==> src/rtl/ps2_scancode_decoder.sv <==
// PS/2 scan-code decoder: frame check, E0/F0 prefix folding, event FIFO with valid/ready output.
// Optional odd-parity checking is enabled by defining PS2_PARITY_CHECK_EN.
module ps2_scancode_decoder #(
    parameter int unsigned FIFO_DEPTH = 4
) (
    input  logic        clk,
    input  logic        reset,
    input  logic        frame_valid,
    input  logic [10:0] frame,
    input  logic        key_ready,
    output logic        key_valid,
    output logic [7:0]  key_code,
    output logic        key_ext,
    output logic        key_break,
    output logic        frame_err,
    output logic        overflow
);

    localparam int unsigned PTR_W = (FIFO_DEPTH > 1) ? $clog2(FIFO_DEPTH) : 1;
    localparam int unsigned CNT_W = $clog2(FIFO_DEPTH + 1);

    typedef struct packed {
        logic [7:0] code;
        logic       ext;
        logic       brk;
    } key_event_t;

    typedef enum logic [1:0] {IDLE, EXT, BRK, EXT_BRK} state_t;

    state_t             state, state_next;
    key_event_t         mem [FIFO_DEPTH];
    logic [PTR_W-1:0]   rd_ptr, rd_next, wr_ptr, wr_next;
    logic [CNT_W-1:0]   count, count_next;
    key_event_t         evt, head_next;
    logic               evt_req, push, pop, full, drop, err_next, parity_ok, frame_ok;
    logic [7:0]         data;

`ifdef PS2_PARITY_CHECK_EN
    assign parity_ok = ^frame[9:1];
`else
    // parity bit deliberately ignored in this build
    assign parity_ok = frame[9] | 1'b1;
`endif

    assign data     = frame[8:1];
    assign frame_ok = ~frame[0] & frame[10] & parity_ok;

    // Prefix FSM, FIFO bookkeeping and next-cycle head/flag values
    always_comb begin
        state_next = state;
        evt_req    = 1'b0;
        err_next   = 1'b0;
        evt.code   = data;
        evt.ext    = (state == EXT) || (state == EXT_BRK);
        evt.brk    = (state == BRK) || (state == EXT_BRK);

        if (frame_valid) begin
            if (!frame_ok) begin
                err_next   = 1'b1;
                state_next = IDLE;
            end else begin
                case (data)
                    8'hE0: begin
                        if (state == IDLE)     state_next = EXT;
                        else if (state == BRK) state_next = EXT_BRK;
                    end
                    8'hF0: begin
                        if (state == IDLE)     state_next = BRK;
                        else if (state == EXT) state_next = EXT_BRK;
                    end
                    default: begin
                        evt_req    = 1'b1;
                        state_next = IDLE;
                    end
                endcase
            end
        end

        full = (count == CNT_W'(FIFO_DEPTH));
        pop  = (count != '0) && key_ready;
        push = evt_req && (!full || pop);
        drop = evt_req && full && !pop;

        count_next = count;
        if (push && !pop)      count_next = count + CNT_W'(1);
        else if (pop && !push) count_next = count - CNT_W'(1);

        rd_next = pop  ? rd_ptr + PTR_W'(1) : rd_ptr;
        wr_next = push ? wr_ptr + PTR_W'(1) : wr_ptr;

        // a freshly pushed entry becomes head only when nothing older remains
        if (count_next == '0)                head_next = '0;
        else if (push && (wr_ptr == rd_next)) head_next = evt;
        else                                  head_next = mem[rd_next];
    end

    always_ff @(posedge clk) begin
        if (!reset) begin
            state     <= IDLE;
            rd_ptr    <= '0;
            wr_ptr    <= '0;
            count     <= '0;
            key_valid <= 1'b0;
            key_code  <= '0;
            key_ext   <= 1'b0;
            key_break <= 1'b0;
            frame_err <= 1'b0;
            overflow  <= 1'b0;
        end else begin
            state     <= state_next;
            rd_ptr    <= rd_next;
            wr_ptr    <= wr_next;
            count     <= count_next;
            key_valid <= (count_next != '0);
            key_code  <= head_next.code;
            key_ext   <= head_next.ext;
            key_break <= head_next.brk;
            frame_err <= err_next;
            if (drop) overflow <= 1'b1;
        end
    end

    always_ff @(posedge clk) begin
        if (push) mem[wr_ptr] <= evt;
    end

endmodule

==> config.mk <==
export PLATFORM = sky130hd
export DESIGN_NAME = ps2_scancode_decoder
export DESIGN_NICKNAME = d
export VERILOG_FILES = /design/src/rtl/ps2_scancode_decoder.sv
export SDC_FILE = /design/constraint.sdc
export NUM_CORES = 1
export LEC_CHECK = 0
export BUFFER_PORTS_ARGS = -buffer_cell sky130_fd_sc_hd__buf_2
export CORE_ASPECT_RATIO = 0.9
export CORE_MARGIN = 2
export CORE_UTILIZATION = 53
export CTS_CLUSTER_SIZE = 16
export DETAILED_ROUTE_END_ITERATION = 16
export GPL_TIMING_DRIVEN = 0
export HOLD_SLACK_MARGIN = 0.12
export PLACE_DENSITY_LB_ADDON = 0.1
export SLEW_MARGIN = 5
export SYNTH_ARGS = -nofsm -noshare
export SYNTH_HDL_FRONTEND = slang
export SYNTH_SLANG_ARGS = --single-unit
==> constraint.sdc <==
create_clock -name clk -period 2.5 [get_ports clk]
set_clock_uncertainty 0.1 [all_clocks]
set_input_delay 0.25 -clock clk [delete_from_list [all_inputs] [get_ports clk]]
set_output_delay 0.25 -clock clk [all_outputs]
set_load 0.03 [all_outputs]
* Yosys cells after proc, flatten, opt, wreduce, memory -nomap -nowiden
Memories as Yosys holds them, arrays and structs flattened. A register that Yosys moved wholly into a read port is not among the register bits.
Cells that the tools add are included.
** Word-level totals
- Memories kept :: 1
- Output and inout bits :: 13
- Bits in read-only memories :: 0
- Latch bits :: 0
- Input port bits :: 15
- Bits in writable memories :: 40
- Register bits after elaboration :: 12
** Cells by class
- $add $sub $neg :: 4
- Eq/ne operators :: 8
- Magnitude comparators :: 0
- Multiplexer cells :: 15
- Bitwise gates (word level) :: 3
- Divide/modulo/power cells :: 0
- Multiply operators :: 0
- Shift operators :: 0
- Reductions and logical operators :: 20
** Memories
- mem :: depth 4, bits a word 10, read ports 1, clocked after memory_dff 1, write ports 1, RTL line 31 : key_event_t mem [FIFO_DEPTH];
** Operators with widths (count)
- $eq 8x8->1 const B :: 2
- $mux 2 :: 6
- $ne 4x4->1 const B :: 2
- $logic_and 1x1->1 :: 6
- $mux 1 :: 6
- $mux 3 :: 2
- $reduce_bool 3->1 :: 2
- $add 2x1->2 const B :: 2
- $eq 2x2->1 const B :: 2
- $pmux 2 s2 :: 1
- $reduce_or 2->1 :: 2
- $add 3x1->3 const B :: 1
- $eq 3x3->1 const B :: 1
- $logic_not 1->1 :: 3
- $logic_not 3->1 :: 1
- $logic_or 1x1->1 :: 3
- $reduce_and 3->1 :: 1
- $sub 3x1->3 const B :: 1
- $eq 2x1->1 const B :: 1
- $logic_not 2->1 :: 1
- $not 1->1 :: 2
- $reduce_and 2->1 :: 1
- $and 1x1->1 :: 1

* Depth between registers and ports, before layout
- Depth after elaboration :: 12
- Depth in mapped cells :: 8
- Depth with buffers taken out :: 7

* Worst setup path after synthesis
Ideal clock, no wire load.
- Path kind :: input-to-reg
- From :: input frame[2]
- To :: register key_break
- Stages :: 7
- Required time :: 2.262 ns
- Setup slack :: 0.486 ns
- Arrival :: 1.777 ns
- Cells stage by stage :: or3_1 -> buf_2 -> o21a_4 -> o311a_1 -> a221oi_2 -> buf_6 -> a211oi_1
** Between the ends
- Longest elaborated chain between the ends :: 12
** Ends and longest elaborated chain
- start, declared :: RTL line 9 : input logic [10:0] frame,
- $eq 8x8->1 :: RTL line 62 : case (data)
- $reduce_or 2->1 (no line) (*)
- $mux 1 (*) :: RTL line 62
- $mux 1 (*) :: RTL line 58 : if (!frame_ok) begin
- $mux 1 (*) :: RTL line 57 : if (frame_valid) begin
- $logic_and 1x1->1 (*) :: RTL line 81 : push = evt_req && (!full || pop);
- $logic_not 1->1 :: RTL line 86 : else if (pop && !push) count_next = count - CNT_W'(1);
- $logic_and 1x1->1 :: RTL line 86
- $mux 3 :: RTL line 86
- $mux 3 (*) :: RTL line 85 : if (push && !pop) count_next = count + CNT_W'(1);
- $logic_not 3->1 (*) :: RTL line 92 : if (count_next == '0) head_next = '0;
- $reduce_or 2->1 (no line) (*)
- end signal, assigned :: RTL line 117 : key_break <= head_next.brk;
- end, declared :: RTL line 14 : output logic key_break,
Every way passes the cells marked *; elsewhere a longest branch is shown, timed or not.
A chain may end at the register's enable or synchronous reset.

* Final worst setup path
- From :: register count[0]
- To :: register key_code[5]
** Between the ends
- Longest elaborated chain between the ends :: 10
** Ends and longest elaborated chain
- start, declared :: RTL line 33 : logic [CNT_W-1:0] count, count_next;
- start signal, assigned :: RTL line 113 : count <= count_next;
- $eq 3x3->1 or $reduce_bool 3->1 (tied branches) :: RTL line 79, 80
- $logic_not 1->1 or $logic_and 1x1->1 (tied branches) :: RTL line 81, 80
- $logic_or 1x1->1 :: RTL line 81
- $logic_and 1x1->1 :: RTL line 81
- $logic_not 1->1 :: RTL line 86
- $logic_and 1x1->1 :: RTL line 86
- $mux 3 :: RTL line 86
- $mux 3 :: RTL line 85
- $logic_not 3->1 :: RTL line 92
- $reduce_or 2->1 (no line)
- end signal, assigned :: RTL line 115 : key_code <= head_next.code;
- end, declared :: RTL line 12 : output logic [7:0] key_code,
Several ways; a longest one is shown, not always the timed one.

==> impl_metrics.env <==
export IMPL_status="completed"
export IMPL_drive_gt1_share_pct=17.7
export IMPL_hold_viol_final=0
export IMPL_cts_tree="built"
export IMPL_via_per_inst=6.35
export IMPL_dr_first_iter_drc_count=382
export IMPL_worstPathRequired_ps=2630
export IMPL_layout_common_cells="edfxtp_1 (40), nor2_1 (30), buf_2 (28)"
export IMPL_period_needed_ps=2340
export IMPL_die_width_um=83.1
export IMPL_fin_crit_sh_pct=93.7
export IMPL_final_cell_area_um2=3480
export IMPL_route_detailed_drc=0
export IMPL_p_int_mw=2.03
export IMPL_cts_buffers=9
export IMPL_wl_mm=7.64
export IMPL_critPathKind="flop to flop"
export IMPL_synth_top_cell_by_area="edfxtp_1"
export IMPL_place_ws_ps=-231
export IMPL_overflow=0
export IMPL_nFillCells=421
export IMPL_p_leak_nw=1.22
export IMPL_postSynth_asyncResetShare_pct=0
export IMPL_worstPathArrival_ps=2480
export IMPL_layout_commonest_cell="edfxtp_1"
export IMPL_worstPathMaxFanout=10
export IMPL_antenna_found_initial=0
export IMPL_die_area_um2=6250
export IMPL_vdd_drop_max_mv=0.736
export IMPL_max_freq_mhz=427
export IMPL_setup_tns_ps=0
export IMPL_htreeDepth=3
export IMPL_clockPowerShare_pct=20.8
export IMPL_grt_usage_pct=25.6
export IMPL_grt_max_degree=11
export IMPL_setup_worst_path_end_class="flop"
export IMPL_start_kind="flop"
export IMPL_p_sw_share_pct=40.1
export IMPL_cap_violations=0
export IMPL_path_delay_family="compound AO/OA/AOI/OAI gates"
export IMPL_ios=28
export IMPL_fp_dieH_um=75.2
export IMPL_synth_edf_count=40
export IMPL_placed_area_um2=3200
export IMPL_slowest_delay_ps=360
export IMPL_first_pass_iters=7
export IMPL_multiInputGateArea_um2=1210
export IMPL_ant_nets=0
export IMPL_yosysWarningCount=0
export IMPL_synth_ff_type="edfxtp_1"
export IMPL_syn_to_final_growth_pct=16.5
export IMPL_power_switching_mw=1.36
export IMPL_nNetsFinal=339
export IMPL_path_buf_inv=2
export IMPL_syn_nets=294
export IMPL_synth_cell_types=41
export IMPL_ys_seq_area_share_pct=55.0
export IMPL_yosys_area_top_type_share_pct=40.2
export IMPL_numClockSinks=62
export IMPL_rsz0062_at_grt="false"
export IMPL_grt_pass1_vias=2247
export IMPL_tightestPinTransition_ps=898
export IMPL_power_share_sequential_pct=36.5
export IMPL_r2r_slack_ps=160
export IMPL_coreArea_um2=5350
export IMPL_clk_latency_ps=340
export IMPL_place_port_buffers=25
export IMPL_hp_class="primary input to flop"
export IMPL_syn_area_um2=2990
export IMPL_dpl_hpwl_mm=4.84
export IMPL_cts_setup_buffers=0
export IMPL_grt_pass1_wl_mm=11.6
export IMPL_yosys_top_cells_area="edfxtp_1 (40%), dfxtp_1 (15%), a221oi_1 (6.2%), a211oi_1 (5.0%), nor2_1 (4.3%)"
export IMPL_ys_ff_latch=62
export IMPL_relSlewSlack_pct=40.1
export IMPL_initial_core_util_pct=55.8
export IMPL_core_rowCount=25
export IMPL_clkTransAtPathRegs_ps=70
export IMPL_routed_via_count=2470
export IMPL_n_antenna_cell=0
export IMPL_netlist_instances=272
export IMPL_finalPower_mw=3.39
export IMPL_place_congestion=0.850
export IMPL_setup_viol=0
export IMPL_cp_cell_sequence="inv_1 > ha_1 > nor2b_2 > clkbuf_2 > nor3_1 > a221oi_1 > o2bb2ai_1 > a211oi_2"
export IMPL_crit_path_top_delay_cell="a221oi_1"
export IMPL_slew_violations=0
export IMPL_cts_buffer_depth=2
export IMPL_regArea_um2=1640
export IMPL_root_buffer="clkbuf_8"
export IMPL_postSynthAreaPerCell_um2=11.0
export IMPL_p_per_area_nw_per_um2=975
export IMPL_fin_ws_ps=158
export IMPL_combPwrFrac_pct=42.7
export IMPL_post_drt_wl_per_cell_um=19.6
[synthesized netlist by cell type (2+ instances only)]
master,instances
edfxtp_1,40
nor2_1,34
dfxtp_1,22
a221oi_1,21
clkbuf_1,21
nor3_1,21
a211oi_1,20
inv_1,13
mux2i_1,12
o2bb2ai_1,10
ha_1,7
nand2_1,6
a21oi_1,4
o21ai_0,4
xnor2_1,4
o2111ai_1,3
and2_1,2
buf_2,2
nand2b_1,2
nor2b_1,2
o211ai_1,2
[metrics by stage]
step | hold slack, ps | utilization [%] | cells
after floorplan | 249 | - | 272
after global placement | 355 | 59.7 | 364
after detailed placement | 358 | 59.7 | 364
after CTS | 150 | 64.7 | 390
after global routing | 169 | 65.0 | 389
final | 162 | 65.0 | 389
[registers in the layout, summed over array words and instances, names as in the netlist]
| register | cells |
|---|---|
| rd_ptr | 2 |
| key_break | 1 |
| mem | 40 |
| key_valid | 1 |
| frame_err | 1 |
| state | 2 |
| wr_ptr | 2 |
| count | 3 |
| overflow | 1 |
| key_ext | 1 |
| key_code | 8 |
[tightest hold or removal path, stage by stage]
cell and delay (ps):
buf_2 100, nand2b_1 70, and3_1 150
[final timing paths]
check / from / endpoint / cells after the start
min: frame[10] / frame_err / 3
max: count[0] / key_code[5] / 8
max reg2reg: count[0] / key_code[5] / 8
min reg2reg: overflow / overflow / 2
[power by group through the flow]
stage	Clock, mW	Combinational (mW)	Sequential [mW]
6_report	0.705	1.45	1.24
5_1_grt	0.760	1.54	1.25
4_1_cts	0.716	1.38	1.24
3_5_place_dp	0	1.35	1.26
3_3_place_gp	0	1.33	1.26
2_1_floorplan	0	0.859	1.38
[repair_timing]
action,CTS,global route
hold buffers,10,0
endpoints found under the setup margin,32,10
endpoints found under the hold margin,37,0
resized for setup,8,14
[routing by layer]
| metal | wire (µm) | vias to the layer above | track usage, % |
|---|---|---|---|
| met5 | 0 | - | 0 |
| met2 | 3500 | 136 | 40.1 |
| li1 | - | 1131 | - |
| met1 | 3370 | 1184 | 34.3 |
| met4 | 107 | 0 | 9.84 |
| met3 | 661 | 19 | 7.57 |
[area by class of cell]
type                    instances  area share (%)
clock buffers                  14            4.10
flip-flops and latches         62            47.2
clock inverters                 2           0.252
plain buffers                  24            3.20
multi-input cells             172            34.9
inverters                      13            1.40
repair buffers                 35            6.47
well taps                      67            2.41
[kinds of logic (layout without fill, tap and decap cells)]
group	count (synthesis)	in the layout	synth area share, %
XOR/XNOR	5	5	1.47
multiplexers	12	12	4.02
AND/OR/NAND/NOR	74	74	11.4
buffers and inverters	38	88	5.11
AO/OA/AOI/OAI	74	74	20.1
flip-flops	62	62	55.0
adder cells (fa/ha/maj)	7	7	2.93
Power figures use the tool's default switching activity.
